`src/rtl/conv_group_sched.sv`:
```
// Group sequencer for the P-lane convolution datapath: address generation, MAC control, write strobes.
// Optional CONV_SCHED_PERF_EN adds stall_cycles / groups_done performance counters.
module conv_group_sched #(
    parameter int ADDRX   = 5,
    parameter int ADDRF   = 4,
    parameter int LENX    = 24,
    parameter int LENF    = 10,
    parameter int P       = 5,
    parameter int MEM_LAT = 1,
    parameter int MAC_LAT = 1
) (
    input  logic                 clk,
    input  logic                 reset,
    input  logic                 x_loaded,
    input  logic                 out_free,
    output logic [P*ADDRX-1:0]   addr_x,
    output logic [ADDRF-1:0]     addr_f,
    output logic                 clr_acc,
    output logic                 en_acc,
    output logic                 valid_op,
    output logic [ADDRX-1:0]     start_addr,
    output logic [P-1:0]         lane_mask,
    output logic                 all_done
`ifdef CONV_SCHED_PERF_EN
    ,
    output logic [31:0]          stall_cycles,
    output logic [15:0]          groups_done
`endif
);

    localparam int SIZE = LENX - LENF + 1;
    localparam int NGRP = (SIZE + P - 1) / P;
    localparam int D    = MEM_LAT + MAC_LAT;
    localparam int GW   = (NGRP > 1) ? $clog2(NGRP) : 1;
    localparam int DW   = $clog2(D + 1);
    localparam int AW   = ADDRX + 1;

    typedef enum logic [2:0] {
        S_IDLE,
        S_CHECK,
        S_RUN,
        S_DRAIN,
        S_WRITE,
        S_DONE
    } state_t;

    state_t               state_q, state_d;
    logic [GW-1:0]        g_q, g_d;
    logic [ADDRF-1:0]     k_q, k_d;
    logic [DW-1:0]        dcnt_q, dcnt_d;
    logic [MEM_LAT-1:0]   en_sr_q;
    logic [AW-1:0]        base;
    logic [AW-1:0]        sum;

    always_ff @(posedge clk or posedge reset) begin
        if (reset) begin
            state_q <= S_IDLE;
            g_q     <= '0;
            k_q     <= '0;
            dcnt_q  <= '0;
            en_sr_q <= '0;
        end else begin
            state_q    <= state_d;
            g_q        <= g_d;
            k_q        <= k_d;
            dcnt_q     <= dcnt_d;
            // en_acc follows the RUN issue cycles by the memory read latency
            en_sr_q[0] <= (state_q == S_RUN);
            for (int i = 1; i < MEM_LAT; i++) begin
                en_sr_q[i] <= en_sr_q[i-1];
            end
        end
    end

    assign en_acc = en_sr_q[MEM_LAT-1];

    always_comb begin
        state_d    = state_q;
        g_d        = g_q;
        k_d        = k_q;
        dcnt_d     = dcnt_q;
        addr_x     = '0;
        addr_f     = '0;
        clr_acc    = 1'b0;
        valid_op   = 1'b0;
        start_addr = '0;
        lane_mask  = '0;
        all_done   = 1'b0;
        base       = AW'(g_q) * AW'(P);
        sum        = '0;

        case (state_q)
            S_IDLE: begin
                if (x_loaded) begin
                    state_d = S_CHECK;
                    g_d     = '0;
                end
            end
            S_CHECK: begin
                if (out_free) begin
                    state_d = S_RUN;
                    k_d     = '0;
                end
            end
            S_RUN: begin
                addr_f  = k_q;
                clr_acc = (k_q == '0);
                // Lanes near the end of the vector read past LENX-1; clamp them
                for (int j = 0; j < P; j++) begin
                    sum = base + AW'(j) + AW'(k_q);
                    if (sum > AW'(LENX - 1))
                        addr_x[j*ADDRX +: ADDRX] = ADDRX'(LENX - 1);
                    else
                        addr_x[j*ADDRX +: ADDRX] = sum[ADDRX-1:0];
                end
                if (k_q == ADDRF'(LENF - 1)) begin
                    state_d = S_DRAIN;
                    dcnt_d  = DW'(D - 1);
                end else begin
                    k_d = k_q + 1'b1;
                end
            end
            S_DRAIN: begin
                if (dcnt_q == '0)
                    state_d = S_WRITE;
                else
                    dcnt_d = dcnt_q - 1'b1;
            end
            S_WRITE: begin
                valid_op   = 1'b1;
                start_addr = base[ADDRX-1:0];
                for (int j = 0; j < P; j++) begin
                    lane_mask[j] = ((base + AW'(j)) < AW'(SIZE));
                end
                if (g_q == GW'(NGRP - 1)) begin
                    state_d = S_DONE;
                end else begin
                    g_d     = g_q + 1'b1;
                    state_d = S_CHECK;
                end
            end
            S_DONE: begin
                all_done = 1'b1;
                state_d  = S_IDLE;
            end
            default: state_d = S_IDLE;
        endcase
    end

`ifdef CONV_SCHED_PERF_EN
    logic [31:0] stall_q;
    logic [15:0] grp_q;

    always_ff @(posedge clk or posedge reset) begin
        if (reset) begin
            stall_q <= '0;
            grp_q   <= '0;
        end else if (state_q == S_IDLE && x_loaded) begin
            stall_q <= '0;
            grp_q   <= '0;
        end else begin
            if (state_q == S_CHECK && !out_free && stall_q != '1)
                stall_q <= stall_q + 1'b1;
            if (state_q == S_WRITE && grp_q != '1)
                grp_q <= grp_q + 1'b1;
        end
    end

    assign stall_cycles = stall_q;
    assign groups_done  = grp_q;
`endif

endmodule

```
`config.mk`:
```
export PLATFORM = sky130hd
export DESIGN_NAME = conv_group_sched
export DESIGN_NICKNAME = d
export VERILOG_FILES = /design/src/rtl/conv_group_sched.sv
export SDC_FILE = /design/constraint.sdc
export NUM_CORES = 1
export LEC_CHECK = 0
export BUFFER_PORTS_ARGS = -buffer_cell sky130_fd_sc_hd__buf_2
export CORE_ASPECT_RATIO = 0.7
export CORE_UTILIZATION = 54
export DETAILED_ROUTE_END_ITERATION = 8
export GPL_ROUTABILITY_DRIVEN = 0
export MAX_ROUTING_LAYER = met4
export PLACE_DENSITY = 0.81
export SYNTH_ARGS = -nofsm -noshare
export SYNTH_HDL_FRONTEND = slang
export SYNTH_SLANG_ARGS = --single-unit
```
`constraint.sdc`:
```
create_clock -name clk -period 3.2 [get_ports clk]
set_input_delay 0.32 -clock clk [delete_from_list [all_inputs] [get_ports clk]]
set_output_delay 0.32 -clock clk [all_outputs]
set_load 0.02 [all_outputs]
```
==> flow_metrics.py <==
metrics = {
    "pwr": {
        "peakVddDrop_mv": 0.527,
        "p_leak_nw": 1.01,
        "power-per-cell-area_mw_per_mm2": 844,
    },
    "final_layout": {
        "drive_above_1_share_pct": 22.9,
        "area_growth_pct": 13.2,
        "layout_common_cells": "45 x buf_2, 30 x a21oi_1, 25 x nor2_1",
        "final_cells": 313,
        "antenna-diode-count": 0,
        "nets": 308,
        "final_common_cell": "buf_2",
    },
    "flow_run": {
        "maxCapViolations": 0,
    },
    "drt": {
        "via_per_inst": 5.60,
        "route.vias.total": 1752,
        "drc": 0,
        "wirelength_um": 4250,
        "drt_pass1_iterations": 4,
        "post_drt_wl_per_cell_um": 13.6,
        "drt_iter0_markers": 155,
        "postRouteAntennaNets": 0,
    },
    "yosys": {
        "synth_seq_cells": 12,
        "synth_ff_type": "dfrtp_1",
        "ys_types": 46,
        "syn_avg_cell_area_um2": 7.63,
        "syn_inst": 239,
        "async_flop_share_pct": 100,
        "synth_fp_nets": 270,
        "ys_warn_count": 0,
        "syn-cell-area_mm2": 0.00182,
        "synth-edff-count": 0,
        "yosysSeqAreaShare_pct": 16.5,
    },
    "timing": {
        "finalSetupViolations": 0,
        "fin_tns_setup_ns": 0,
        "finClkSkew_ns": 0.00661,
        "min_period_ns": 3.08,
        "fin_crit_sh_pct": 96.2,
        "fmax_ghz": 0.325,
        "rsz0062_at_grt": "no",
        "finalHoldViolCount": 0,
        "slew_violations": 0,
    },
    "setup_path": {
        "crit_path_max_incr_delay_ns": 0.44,
        "worst_setup_path_end_kind": "output pin",
        "critical-path-top-delay-family": "adder cells",
        "startpoint_type": "flop",
        "crit_chain": "inv_1 -> ha_1 -> inv_1 -> fa_1 -> nand2b_1 -> a21oi_2 -> xnor2_1 -> o311a_1 -> a21oi_1 -> buf_2",
        "cp.buffers_inverters": 3,
        "worstSetupPathType": "flop to output pin",
        "slowest_stage": "fa_1",
        "cp_data_arrival_time_ns": 2.76,
        "cpMostUsedCell": "inv_1",
        "cp_max_fo": 4,
        "cp.required_ns": 2.88,
    },
    "cts": {
        "clockBufferDepth": 2,
        "clock_latency_ns": 0.24,
        "cts.clk_slew.worst_paths_ns": 0.05,
        "clkSinkCount": 12,
        "root_buffer": "clkbuf_8",
        "htreeDepth": 1,
        "cts_made_buffers": 3,
        "cts_tree": "built",
    },
    "global_route": {
        "grt_pass1_wl_um": 7110,
        "grt_antenna_before_repair": 0,
        "overflow": 0,
        "grt_max_degree": 24,
        "grt_pass1_vias": 1528,
        "grt_use_total_pct": 25.9,
    },
    "hold_path": {
        "hold_class": "primary input to asynchronous set/reset pin",
    },
    "floorplanning": {
        "die-area_mm2": 0.00362,
        "io_pins": 47,
        "coreArea_mm2": 0.00319,
        "rows": 17,
        "initial_core_util_pct": 57.1,
        "die_h_um": 50.6,
        "die_x_um": 71.4,
    },
    "place": {
        "hpwl_um": 3330,
        "placed_cells": 310,
        "io_buffers": 45,
    },
    "outcome": {
        "status": "completed",
    },
}
-- layout make-up --
cell class	instances	area [µm²]
sequential	12	300
fill	283	1130
timing repair buffer	48	248
clock buffer	3	41.3
tap	38	47.5
multi-input combinational	191	1350
inverter	21	78.8
-- where the power goes --
| group | switching, W | internal (W) | leakage (nW) |
|---|---|---|---|
| combinational | 0.000810 | 0.000485 | 0.834 |
| clock | 0.0000512 | 0.0000826 | 0.0216 |
| sequential | 0.000102 | 0.000212 | 0.155 |
-- per-stage QoR --
| step | power, W | hold WS, ns | utilization, % | worst slack (ns) | area (µm²) |
|---|---|---|---|---|---|
| floorplan | 0.00129 | 0.185 | - | 0.310 | 1820 |
| CTS | 0.00173 | 0.0998 | 64.5 | 0.126 | 2060 |
| global route | 0.00191 | 0.126 | 64.7 | 0.00765 | 2060 |
| detailed placement | 0.00159 | 0.356 | 63.2 | 0.388 | 2020 |
| global placement | 0.00158 | 0.350 | 63.2 | 0.495 | 2020 |
| finish | 0.00174 | 0.0855 | 64.7 | 0.122 | 2060 |
-- metal layers --
layer	part of all wire, %	up-vias	wire, µm	track usage, %
met1	52	796	2190	37.7
met2	42	55	1780	37.9
met3	6.2	2	263	4.82
met4	0.31	0	13	4.00
li1	-	899	-	-
met5	0	-	0	-
-- state kept, by name, summed over array words and instances (netlist names) --
register	cells
dcnt_q	2
en_acc	1
g_q	2
k_q	4
state_q	3
-- timing repair --
action | CTS | global route
setup endpoints to repair | 0 | 1
hold buffers | 0 | 0
gates resized for setup | 0 | 1
buffers inserted | 0 | 0
-- logic make-up (layout without fill, tap and decap cells) --
family / count (synthesis) / in the layout / share of synthesized area [%]
muxes: 3 / 3 / 1.78
DFF: 12 / 12 / 16.5
AOI/OAI and AO/OA: 71 / 71 / 23.2
xor gates and xnor gates: 9 / 9 / 4.32
other: 1 / 1 / 0.206
buffers and inverters: 36 / 72 / 9.95
and+or+nand+nor: 80 / 80 / 23.9
adders and majority gates: 27 / 27 / 20.2
-- Yosys cell counts, drive strengths merged (3+ instances only) --
| master | instances | area, µm² |
|---|---|---|
| nand3 | 6 | 30.0 |
| nor3 | 8 | 40.0 |
| nor4b | 3 | 45.0 |
| nand2 | 12 | 45.0 |
| nand2b | 9 | 56.3 |
| buf | 13 | 95.1 |
| fa | 4 | 80.1 |
| nor2 | 27 | 116 |
| a2bb2oi | 3 | 26.3 |
| ha | 23 | 288 |
| a21oi | 32 | 168 |
| xnor2 | 5 | 43.8 |
| nor2b | 3 | 18.8 |
| and3 | 3 | 18.8 |
| a211oi | 3 | 22.5 |
| o21ai | 19 | 95.1 |
| xor2 | 4 | 35.0 |
| dfrtp | 12 | 300 |
| inv | 21 | 78.8 |
-- worst reg2reg max path, delay by kind of cell, from the launching register on --
family | cells | cell delay [ns]
multiplexers | 1 | 0.26
buffers and inverters | 1 | 0.26
adder cells (fa/ha/maj) | 1 | 0.24
flip-flops | 1 | 0.51
AND/OR/NAND/NOR | 3 | 0.45
-- worst paths after layout --
check	from	to	slack (ns)	depth (start not counted)
max	g_q[0]	addr_x[16]	0.12	10
min	reset	g_q[0]	0.09	2
max reg2reg	k_q[1]	k_q[0]	1.37	6
min reg2reg	dcnt_q[0]	dcnt_q[0]	0.49	1
max in group asynchronous	reset	k_q[1]	2.79	2
min in group clk	out_free	state_q[1]	0.39	3
(Power assumes the default switching activity.)
